File: src/rtl/rps_round_controller.sv
// Rock-paper-scissors round controller: freezes the computer chooser, waits for it to settle, judges, scores.
// Optional match mode (first to WIN_SCORE, then OVER until new_match) is enabled by defining RPS_MATCH_EN.
module rps_round_controller #(
  parameter int SETTLE_CYCLES = 2,
  parameter int WIN_SCORE     = 3
) (
  input  logic       clock,
  input  logic       reset_n,
  input  logic [1:0] player_choice,
  input  logic       player_valid,
  input  logic [1:0] computer_choice,
  input  logic       new_match,
  output logic       stop_signal,
  output logic       busy,
  output logic [1:0] result,
  output logic       result_valid,
  output logic [3:0] player_score,
  output logic [3:0] computer_score,
  output logic       game_over
);

  typedef enum logic [2:0] {IDLE, LOCK, SETTLE, RETRY, JUDGE, OVER} state_t;

  localparam logic [3:0] SETTLE_LAST = 4'(SETTLE_CYCLES - 1);

  state_t     state;
  logic [1:0] player_p0;
  logic [1:0] computer_p0;
  logic [3:0] settle_cnt;
  logic [1:0] verdict;
  logic [3:0] player_next;
  logic [3:0] computer_next;

  function automatic logic [1:0] judge(input logic [1:0] p, input logic [1:0] c);
    if (p == c) return 2'd3;
    if ((p == 2'd1 && c == 2'd3) || (p == 2'd2 && c == 2'd1) || (p == 2'd3 && c == 2'd2))
      return 2'd1;
    return 2'd2;
  endfunction

  function automatic logic [3:0] sat_inc(input logic [3:0] s);
    return (s == 4'hF) ? s : s + 4'd1;
  endfunction

  always_comb begin
    verdict       = judge(player_p0, computer_p0);
    player_next   = sat_inc(player_score);
    computer_next = sat_inc(computer_score);
  end

`ifdef RPS_MATCH_EN
  localparam logic [3:0] WIN = 4'(WIN_SCORE);
`else
  logic unused_cfg;
  assign unused_cfg = new_match ^ (WIN_SCORE == 0);
`endif

  always_ff @(posedge clock or negedge reset_n) begin
    if (!reset_n) begin
      state          <= IDLE;
      player_p0      <= 2'd0;
      computer_p0    <= 2'd0;
      settle_cnt     <= 4'd0;
      stop_signal    <= 1'b0;
      busy           <= 1'b0;
      result         <= 2'd0;
      result_valid   <= 1'b0;
      player_score   <= 4'd0;
      computer_score <= 4'd0;
      game_over      <= 1'b0;
    end else begin
      result_valid <= 1'b0;
      case (state)
        IDLE: begin
`ifdef RPS_MATCH_EN
          if (new_match) begin
            player_score   <= 4'd0;
            computer_score <= 4'd0;
            game_over      <= 1'b0;
          end else
`endif
          if (player_valid && player_choice != 2'd0) begin
            player_p0   <= player_choice;
            state       <= LOCK;
            stop_signal <= 1'b1;
            busy        <= 1'b1;
          end
        end
        LOCK: begin
          state       <= SETTLE;
          settle_cnt  <= 4'd0;
          stop_signal <= 1'b1;
        end
        SETTLE: begin
          if (settle_cnt == SETTLE_LAST) begin
            // A zero choice means the chooser latched nothing; release it for one cycle and relock.
            if (computer_choice != 2'd0) begin
              computer_p0 <= computer_choice;
              state       <= JUDGE;
            end else begin
              state       <= RETRY;
              stop_signal <= 1'b0;
            end
          end else begin
            settle_cnt <= settle_cnt + 4'd1;
          end
        end
        RETRY: begin
          state       <= LOCK;
          stop_signal <= 1'b1;
        end
        JUDGE: begin
          result       <= verdict;
          result_valid <= 1'b1;
          stop_signal  <= 1'b0;
          busy         <= 1'b0;
          state        <= IDLE;
          if (verdict == 2'd1) player_score <= player_next;
          if (verdict == 2'd2) computer_score <= computer_next;
`ifdef RPS_MATCH_EN
          if ((verdict == 2'd1 && player_next == WIN) || (verdict == 2'd2 && computer_next == WIN)) begin
            game_over <= 1'b1;
            state     <= OVER;
          end
`endif
        end
        OVER: begin
`ifdef RPS_MATCH_EN
          if (new_match) begin
            player_score   <= 4'd0;
            computer_score <= 4'd0;
            game_over      <= 1'b0;
            state          <= IDLE;
          end
`else
          state <= IDLE;
`endif
        end
        default: state <= IDLE;
      endcase
    end
  end

endmodule
File: config.mk
export PLATFORM = sky130hd
export DESIGN_NAME = rps_round_controller
export DESIGN_NICKNAME = d
export VERILOG_FILES = /design/src/rtl/rps_round_controller.sv
export SDC_FILE = /design/constraint.sdc
export NUM_CORES = 1
export LEC_CHECK = 0
export BUFFER_PORTS_ARGS = -buffer_cell sky130_fd_sc_hd__buf_2
export CAP_MARGIN = 20
export CORE_MARGIN = 5
export CORE_UTILIZATION = 50
export CTS_BUF_LIST = sky130_fd_sc_hd__clkbuf_8
export DETAILED_ROUTE_END_ITERATION = 12
export PLACE_DENSITY = 0.73
export SYNTH_ARGS = -nofsm -noshare
export SYNTH_HDL_FRONTEND = slang
export SYNTH_SLANG_ARGS = --single-unit
File: constraint.sdc
create_clock -name clock -period 4.35 [get_ports clock]
set_input_delay 0.6525 -clock clock [delete_from_list [all_inputs] [get_ports clock]]
set_output_delay 0.6525 -clock clock [all_outputs]
set_load 0.005 [all_outputs]
==> metrics <==
outcome completed; Compound-Gate Fraction of Synth Area 0.1179; antenna cells 0; drt pass-1 iters 4; DPL Wire Length roughly 1.7 mm; M3 GR Usage 0.03050; Die Footprint approximately 0.0036 mm^2; TritonCTS buffer count 3; worst path required time between 4 and 5 ns; maxcap violations 0; Synth Flop Type dfrtp_1; vias in the first global route 911; clk root buf clkbuf_8; fraction of synthesized area in multiplexers 0.06402; Final Cycle Share 0.3934; Synth Cell Area 0.001231 mm^2; Comb power frac 0.340; post-cts sizing count 0; fraction of layout cells with a size suffix above 1 0.2721; Gate Count Post-Synth about 120; worst vdd ir between 200 and 300 uV; library cells used by synthesis 34; PwrDens 593.8 mW/mm^2; hold-fix buffers at CTS 0; row cnt 18; main combinational cell family by area after synthesis simple AND/OR/NAND/NOR gates; RSZ-0062 raised after global routing no; die width 59.62 um; utilization after layout 0.5768; final setup violating endpoints 0; Vias 919; sequential share of power 0.475; final-layout fill cell count 195; grt met2 use 0.2668; Vias/cell 5.536; clock group share of total power 0.184; max incr delay on CP slightly above 0.4 ns; pin count of the biggest net entering global routing 25; Pleak between 0.6 and 0.7 nW; drt wl/cell 13.39 um; post-synthesis adder-cell area fraction 0.04065; Fmax a little under 0.6 GHz; gpl congestion 0.7741; final net count around 150; Sw Ratio 0.3751; CP max stage cell dfrtp_1; initial antenna violation count 0; Crit Path Max Fanout 5; Longest Clk Path Bufs 2; critical-path cell list inv_1 -> ha_1 -> or3b_1 -> nor3b_2 -> nand2_1 -> a22o_1; sequential-to-total area share from yosys stat 0.4878; Antenna Nets Post-Route 0; global route hottest layer met2; Final Hold Viols 0; worst min-delay path class in -> async; H-tree Lvls 1; Clock Skews between 0.0015 and 0.002 ns; grt total ovfl 0; xor/xnor share of the synthesized area 0.04268; Layout area overhead 12.91%; Critical Path AT around 1.9 ns; Slew Viols, Final 0; Slew headroom 0.6321; # IOs 22; Setup Crit Path Kind reg -> reg; min cycle time layout 1.711 ns; simple-gate share of the synthesized area 0.2114; Starting Density 0.5109; DR iter-0 viols 25; CP endpoint kind flop; # port buffers 19; Register Area about 600 um^2; gr usage total 0.1501; first-pass GRT wire length between 3 and 4 mm; drc violations 0; clock-pin slew on the worst setup and hold paths 0.08 ns; Yosys warning count 1; drt total wl 2.223 mm; Multi-input gate area 590.6 um^2; setup TNS 0 ns; CTS Sinks 24; Int Pwr 0.5158 mW; Worst-Margin Slew approximately 0.55 ns; number of synthesized flops with an enable pin 0; syn nets between 100 and 150; Net Switching 0.3096 mW; met1 Use GR 0.1639; async set or reset register ratio after synthesis 1.000; Post-Syn Area per Cell between 10 and 15 um^2; Die Ht between 50 and 60 um; crit start category flop; CTS tree yes; Post-CTS Setup Bufs 0; core footprint 0.002410 mm^2; clk_lat worst skew 0.27 ns; #FFs+latches synth 24
-- worst max-delay path, delay by kind of cell, from the launching register on --
kind | cells | cell delay, ns
flops | 1 | 0.41
buf+inv | 1 | 0.07
compound gates | 1 | 0.18
fa+ha+maj | 1 | 0.13
simple gates | 3 | 0.82
-- cell usage after synthesis (all sizes together) (4+ instances only) --
| cell | count | area share |
|---|---|---|
| nor2b | 5 | 0.025 |
| nand2 | 17 | 0.054 |
| mux2 | 7 | 0.064 |
| ha | 4 | 0.041 |
| nand2b | 4 | 0.020 |
| nand3 | 7 | 0.028 |
| nor2 | 4 | 0.018 |
| o21ai | 5 | 0.020 |
| a21oi | 6 | 0.027 |
| buf | 4 | 0.023 |
| dfrtp | 24 | 0.49 |
| xor2 | 5 | 0.036 |
-- metrics by stage --
step | power (mW) | std cells | hold WS, ns | setup WS (ns) | area, um^2
final | 0.8254 | 166 | 0.3456 | 2.639 | 1390
after global routing | 0.9006 | 166 | 0.3943 | 2.476 | 1390
after CTS | 0.8359 | 166 | 0.3664 | 2.617 | 1390
after detailed placement | 0.6796 | 162 | 0.4673 | 2.623 | 1335
after global placement | 0.6569 | 162 | 0.4524 | 2.658 | 1335
after floorplan | 0.5976 | 117 | 0.3569 | 2.777 | 1231
-- logic make-up after synthesis --
| logic type | Yosys count |
|---|---|
| simple gates | 47 |
| flops | 24 |
| compound gates | 21 |
| mux | 7 |
| buf+inv | 7 |
| xor+xnor | 6 |
| fa+ha+maj | 4 |
| other cells | 1 |
-- cell type report --
class / count / share of cell area
sequential: 24 / 0.4320
multi-input combinational: 86 / 0.4248
timing repair buffer: 19 / 0.06841
clock buffer: 4 / 0.03960
tap: 30 / 0.02700
inverter: 3 / 0.008101
-- layer usage --
metal  vias up  part of all wire
li1        448                 -
met1       452              0.41
met2        15              0.53
met3         4             0.044
met4         0             0.016
met5         -                 0
-- placed cells by master, fill, tap and decap left out --
| cell | instances |
|---|---|
| nor2_4 | 1 |
| or3b_1 | 1 |
| xnor2_1 | 1 |
| a311oi_2 | 1 |
| buf_2 | 19 |
| nor3_1 | 3 |
| nor2b_1 | 5 |
| ha_1 | 4 |
| a311oi_1 | 1 |
| o31ai_1 | 1 |
| nand2_2 | 1 |
| a21oi_2 | 1 |
| nor2_1 | 3 |
| a22o_1 | 3 |
| dfrtp_1 | 24 |
| xor2_1 | 5 |
| a211oi_1 | 3 |
| clkbuf_8 | 4 |
| o21ai_0 | 5 |
| nand2_1 | 16 |
| nor3b_1 | 1 |
| and4bb_2 | 1 |
| a31oi_1 | 1 |
| inv_1 | 3 |
| conb_1 | 1 |
| nand3_1 | 7 |
| and3_1 | 1 |
| and2_1 | 1 |
| a21oi_1 | 5 |
| nand2b_1 | 4 |
| mux2_2 | 7 |
| or4_4 | 1 |
| nor3b_2 | 1 |
-- path summary, 6_finish.rpt --
check                                               from                       endpoint  slack [ns]  depth (start not counted)
max                            settle_cnt[1]$_DFFE_PN0P_     computer_p0[1]$_DFFE_PN0P_        2.64                          6
min                                              reset_n          result[1]$_DFFE_PN0P_        0.35                          1
max reg2reg                    settle_cnt[1]$_DFFE_PN0P_     computer_p0[1]$_DFFE_PN0P_        2.64                          6
min reg2reg                computer_score[3]$_DFFE_PN0P_  computer_score[3]$_DFFE_PN0P_        0.49                          1
max in group asynchronous                        reset_n      settle_cnt[3]$_DFFE_PN0P_        3.66                          1
min in group clock         computer_score[3]$_DFFE_PN0P_  computer_score[3]$_DFFE_PN0P_        0.49                          1
-- sequential cells by signal, summed over array words and instances (netlist names) --
| register | cells |
|---|---|
| player_p0 | 2 |
| settle_cnt | 4 |
| busy | 1 |
| result | 2 |
| result_valid | 1 |
| player_score | 4 |
| state | 3 |
| stop_signal | 1 |
| computer_score | 4 |
| computer_p0 | 2 |
-- power by group through the flow --
stage	registers, mW	clock network [mW]	logic [mW]
final	0.392	0.152	0.281
after global routing	0.407	0.166	0.328
after CTS	0.392	0.158	0.287
after detailed placement	0.395	0	0.284
after global placement	0.386	0	0.271
after floorplan	0.357	0	0.241
(Power assumes the default switching activity.)
